### src/rtl/ahb_lite_master_arbiter.sv
// Two-master AHB-Lite arbiter: round-robin with a fairness hold limit, burst-locked
// address-phase ownership, and a data-phase owner that trails by one accepted transfer.
module ahb_lite_master_arbiter #(
   parameter bit          DEFAULT_MASTER = 1'b0,
   parameter int unsigned MAX_HOLD       = 4
) (
   input  logic        HCLK,
   input  logic        HRESETn,

   input  logic        M0_HBUSREQ,
   output logic        M0_HGRANT,
   input  logic [31:0] M0_HADDR,
   input  logic [1:0]  M0_HTRANS,
   input  logic        M0_HWRITE,
   input  logic [2:0]  M0_HSIZE,
   input  logic [31:0] M0_HWDATA,

   input  logic        M1_HBUSREQ,
   output logic        M1_HGRANT,
   input  logic [31:0] M1_HADDR,
   input  logic [1:0]  M1_HTRANS,
   input  logic        M1_HWRITE,
   input  logic [2:0]  M1_HSIZE,
   input  logic [31:0] M1_HWDATA,

   output logic        M_HREADY,
   output logic [31:0] M_HRDATA,

   output logic [31:0] S_HADDR,
   output logic [1:0]  S_HTRANS,
   output logic        S_HWRITE,
   output logic [2:0]  S_HSIZE,
   output logic [31:0] S_HWDATA,
   input  logic        S_HREADY,
   input  logic [31:0] S_HRDATA,

   output logic        HMASTER,
   output logic        HMASTER_D
);

   localparam int unsigned       HOLD_W   = (MAX_HOLD > 0) ? $clog2(MAX_HOLD + 1) : 1;
   localparam logic [HOLD_W-1:0] HOLD_LIM = HOLD_W'(MAX_HOLD);
   localparam logic [HOLD_W-1:0] HOLD_ONE = HOLD_W'(1);

   localparam logic [1:0] TR_BUSY   = 2'b01;
   localparam logic [1:0] TR_NONSEQ = 2'b10;
   localparam logic [1:0] TR_SEQ    = 2'b11;

   logic              addr_owner_q;
   logic              addr_owner_d;
   logic              data_owner_q;
   logic [HOLD_W-1:0] hold_q;
   logic [HOLD_W-1:0] hold_d;

   logic [1:0]        o_trans;
   logic              o_req;
   logic              x_req;

   assign o_trans = addr_owner_q ? M1_HTRANS  : M0_HTRANS;
   assign o_req   = addr_owner_q ? M1_HBUSREQ : M0_HBUSREQ;
   assign x_req   = addr_owner_q ? M0_HBUSREQ : M1_HBUSREQ;

   // Priority order matters: a burst in progress beats both parking and fairness.
   always_comb begin
      addr_owner_d = addr_owner_q;
      if (o_trans == TR_SEQ || o_trans == TR_BUSY) begin
         addr_owner_d = addr_owner_q;
      end else if (!M0_HBUSREQ && !M1_HBUSREQ) begin
         addr_owner_d = DEFAULT_MASTER;
      end else if (x_req && !o_req) begin
         addr_owner_d = ~addr_owner_q;
      end else if (MAX_HOLD > 0 && x_req && o_req && hold_q >= HOLD_LIM) begin
         addr_owner_d = ~addr_owner_q;
      end
   end

   always_comb begin
      hold_d = hold_q;
      if (addr_owner_d != addr_owner_q) begin
         hold_d = '0;
      end else if (MAX_HOLD > 0 && o_trans == TR_NONSEQ && hold_q < HOLD_LIM) begin
         hold_d = hold_q + HOLD_ONE;
      end
   end

   // Wait states freeze everything, so ownership can only move on an accepted transfer.
   always_ff @(posedge HCLK or negedge HRESETn) begin
      if (!HRESETn) begin
         addr_owner_q <= DEFAULT_MASTER;
         data_owner_q <= DEFAULT_MASTER;
         hold_q       <= '0;
      end else if (S_HREADY) begin
         addr_owner_q <= addr_owner_d;
         data_owner_q <= addr_owner_q;
         hold_q       <= hold_d;
      end
   end

   assign M0_HGRANT = (addr_owner_d == 1'b0);
   assign M1_HGRANT = (addr_owner_d == 1'b1);

   assign S_HADDR  = addr_owner_q ? M1_HADDR  : M0_HADDR;
   assign S_HTRANS = addr_owner_q ? M1_HTRANS : M0_HTRANS;
   assign S_HWRITE = addr_owner_q ? M1_HWRITE : M0_HWRITE;
   assign S_HSIZE  = addr_owner_q ? M1_HSIZE  : M0_HSIZE;
   assign S_HWDATA = data_owner_q ? M1_HWDATA : M0_HWDATA;

   assign M_HREADY = S_HREADY;
   assign M_HRDATA = S_HRDATA;

   assign HMASTER   = addr_owner_q;
   assign HMASTER_D = data_owner_q;

endmodule
### config.mk
export PLATFORM = sky130hd
export DESIGN_NAME = ahb_lite_master_arbiter
export DESIGN_NICKNAME = d
export VERILOG_FILES = /design/src/rtl/ahb_lite_master_arbiter.sv
export SDC_FILE = /design/constraint.sdc
export NUM_CORES = 1
export LEC_CHECK = 0
export ABC_AREA = 1
export BUFFER_PORTS_ARGS = -buffer_cell sky130_fd_sc_hd__buf_4
export CAP_MARGIN = 10
export CORE_AREA = 2 2 109 111
export CTS_CLUSTER_SIZE = 14
export DETAILED_ROUTE_END_ITERATION = 8
export DIE_AREA = 0 0 111 113
export PLACE_DENSITY = 0.46
export SLEW_MARGIN = 40
export SYNTH_ARGS = -nofsm -noshare
export SYNTH_HDL_FRONTEND = slang
export SYNTH_SLANG_ARGS = --single-unit
### constraint.sdc
create_clock -name HCLK -period 1.3 [get_ports HCLK]
set_input_delay 0.13 -clock HCLK [delete_from_list [all_inputs] [get_ports HCLK]]
set_output_delay 0.13 -clock HCLK [all_outputs]
set_load 0.02 [all_outputs]
==> impl_metrics.csv <==
group,metric,value,unit
floorplanning,dieArea,12500,sq um
synth,yosysTopAreaCell,"nand2_1",
synth,yosys.area.top_type_share,57.6,%
timing,rsz0062_at_grt,"true",
power,p_per_area,1080,nW/um^2
floorplanning,core-area,11300,sq um
synth,synthDistinctLibCells,19,
timing,maxSlewViolCount,0,
finish,final_common_cell,"buf_4",
floorplanning,initial_core_util,12.7,%
setup_path,start_kind,"flop",
placed_design,port-buffer-count,219,
setup_path,cp_max_fo,6,
floorplanning,die_w,111,um
setup_path,criticalPathCategory,"reg2out",
routing,drtIter0Drc,65,
synth,synthesis.area,1430,sq um
setup_path,crit_buf_inv,3,
cts,cts.clk_slew.worst_paths,0.03,ns
cts,clkSinkCount,5,
placed_design,dp_hpwl,5750,um
timing,hold_viol_final,0,
setup_path,crit_cells,7,
routing,vias,2567,
synth,synthesis.nets,480,
finish,fin_nets,681,
cts,cts_htree_levels,1,
setup_path,end_kind,"output port",
setup_path,startpoint,"HMASTER",
timing,setup_viol,76,
timing,relSlewSlack,85.2,%
power,leakagePower,0.00239,uW
synth,yosysWarnings,0,
routing,dr.pass1.iters,4,
synth,ys_seq_elements,5,
worst_hold_path,holdCritPathClass,"in2reg",
setup_path,r2r_cells,10,
global_route,grt_usage,11.5,%
synth,synth_area_leaders,"nand2_1 58%, buf_4 18%, dfrtp_1 8.8%, buf_2 2.8%, inv_1 2.6%",
setup_path,rr_startpoint,"HMASTER",
timing,fin_crit_sh,108,%
routing,postRouteAntennaNets,0,
global_route,grt_pass1_vias,2403,
cts,numCtsBuffers,3,
synth,ys_seq_area_share,8.77,%
run_status,violations,"negative setup slack",
routing,wl_per_cell,13.4,um
routing,drt_wl_total,8660,um
finish,area_growth,192,%
setup_path,max_stage_delay,0.46,ns
timing,worst_clock_skew,0.00100,ns
power,finalPower,4490,uW
finish,fin_area,4170,sq um
placed_design,place.gp.congestion,0.854,
synth,syn_area_per_cell,4.72,sq um
job,cap_viol_max_count,0,
placed_design,place_area,3080,sq um
worst_hold_path,holdPathStages,2,
timing,max_freq,712,MHz
global_route,antenna_found_initial,0,
cts,cts_root_buf,"clkbuf_16",
timing,whs,0.160,ns
setup_path,critical_path.top_delay_family,"flip-flops",
timing,finalCriticalPeriod,1.40,ns
floorplanning,rows,39,
routing,drc,0,
finish,final_cell_mix,"181 x buf_4, 93 x nand2_1, 82 x nand2_2",
timing,finalSetupTns,-4.87,ns
synth,synthCells,302,
setup_path,crit_required,1.17,ns
setup_path,critPathArrivalTime,1.27,ns
floorplanning,dieHeight,113,um
finish,drive_above_1_share,77.1,%
setup_path,path_cells,"buf_6 -> nand2_4 -> nand3_4 -> nand2_2 -> nand2_4 -> inv_2 -> buf_6",
global_route,grt_pass1_wl,12000,um
cts,clk_path_buf_depth,2,
routing,via_per_inst,3.98,
power,ir_drop,0.799,mV
finish,num_antenna_cells,0,
global_route,grt_max_degree,37,
setup_path,critPathSlowestCell,"dfrtp_2",
floorplanning,io_pins,284,
run_status,outcome,"complete, but fails checks",
worst_hold_path,min-delay-start,"S_HREADY",
global_route,grt_remaining_overflow,0,
timing,tightest_slew,0.222,ns
cts,cts_tree,"built",
timing,setup_ws,-0.104,ns
cts,clk_latency,0.22,ns
finish,postLayoutCoreUtil,37.0,%
-- Yosys cell counts (all sizes together) --
library cell / count
a21boi: 1
a21oi: 2
buf: 42
clkbuf: 7
dfrtp: 5
ha: 1
inv: 11
nand2: 219
nand3: 4
nand4: 1
nor2: 5
o21ai: 3
xnor2: 1
-- cells by family after synthesis --
logic type | Yosys count | share of synthesized area (%)
simple gates | 229 | 61.8
fa+ha+maj | 1 | 0.877
xor+xnor | 1 | 0.614
compound gates | 6 | 2.28
buf+inv | 60 | 25.6
flops | 5 | 8.77
-- what timing repair did --
action | 4_1_cts | 5_1_grt
pin swaps | 27 | 26
setup buffers | 9 | 4
hold endpoints to repair | 5 | 0
cloned | 4 | 4
setup endpoints to repair | 70 | 76
gates resized for setup | 101 | 112
hold buffers | 1 | 0
-- sequential cells by signal, summed over array words and instances, names as in the netlist --
signal     cells
HMASTER        1
hold_q         3
HMASTER_D      1
-- worst register-to-register path, cell delays in order (launching register included) --
cell and delay (ns):
dfrtp_2 0.46, buf_6 0.16, nand2_4 0.06, nand3_4 0.07, buf_4 0.13, buf_4 0.12, nand3_2 0.08, nand2_2 0.09
nand2_1 0.06, nand2_1 0.04, nand2_1 0.05
-- final timing paths --
kind / end / slack (ns)
min in group asynchronous: hold_q[2] / 0.24
setup / recovery: M0_HGRANT / -0.10
setup reg to reg: hold_q[1] / -0.09
hold reg to reg: hold_q[0] / 0.59
max in group asynchronous: HMASTER / 0.94
hold / removal: hold_q[2] / 0.16
-- power by group --
group	total [uW]	switching, uW	internal (uW)	leakage (uW)
clock network	500	94.1	406	0.0000382
registers	251	47.5	204	0.0000645
logic	3740	1920	1820	0.00228
total	4490	2060	2430	0.00239
-- stage by stage --
| stage | cells | setup WS [ns] |
|---|---|---|
| final | 645 | -0.104 |
| after global routing | 645 | -0.200 |
| after CTS | 637 | -0.102 |
| after detailed placement | 620 | -0.0672 |
| after global placement | 620 | -0.0167 |
| after floorplan | 302 | -0.0572 |
-- cell type report --
class	count	area, sq um
clock buffers	4	78.8
fillers	1155	7100
inverters	11	48.8
multi-input cells	237	1510
flip-flops and latches	5	126
well taps	143	179
repair buffers	245	2230
-- per-layer routing --
layer  vias to the layer above  global-route usage [%]  share of wire [%]
met5                         -                       0                  0
met4                         0                    1.58               0.36
met3                        10                    3.16                8.1
met2                       123                    23.2                 57
met1                      1170                    12.1                 34
li1                       1264                       -                  -
Note: power is estimated with default switching activity, not from simulation.
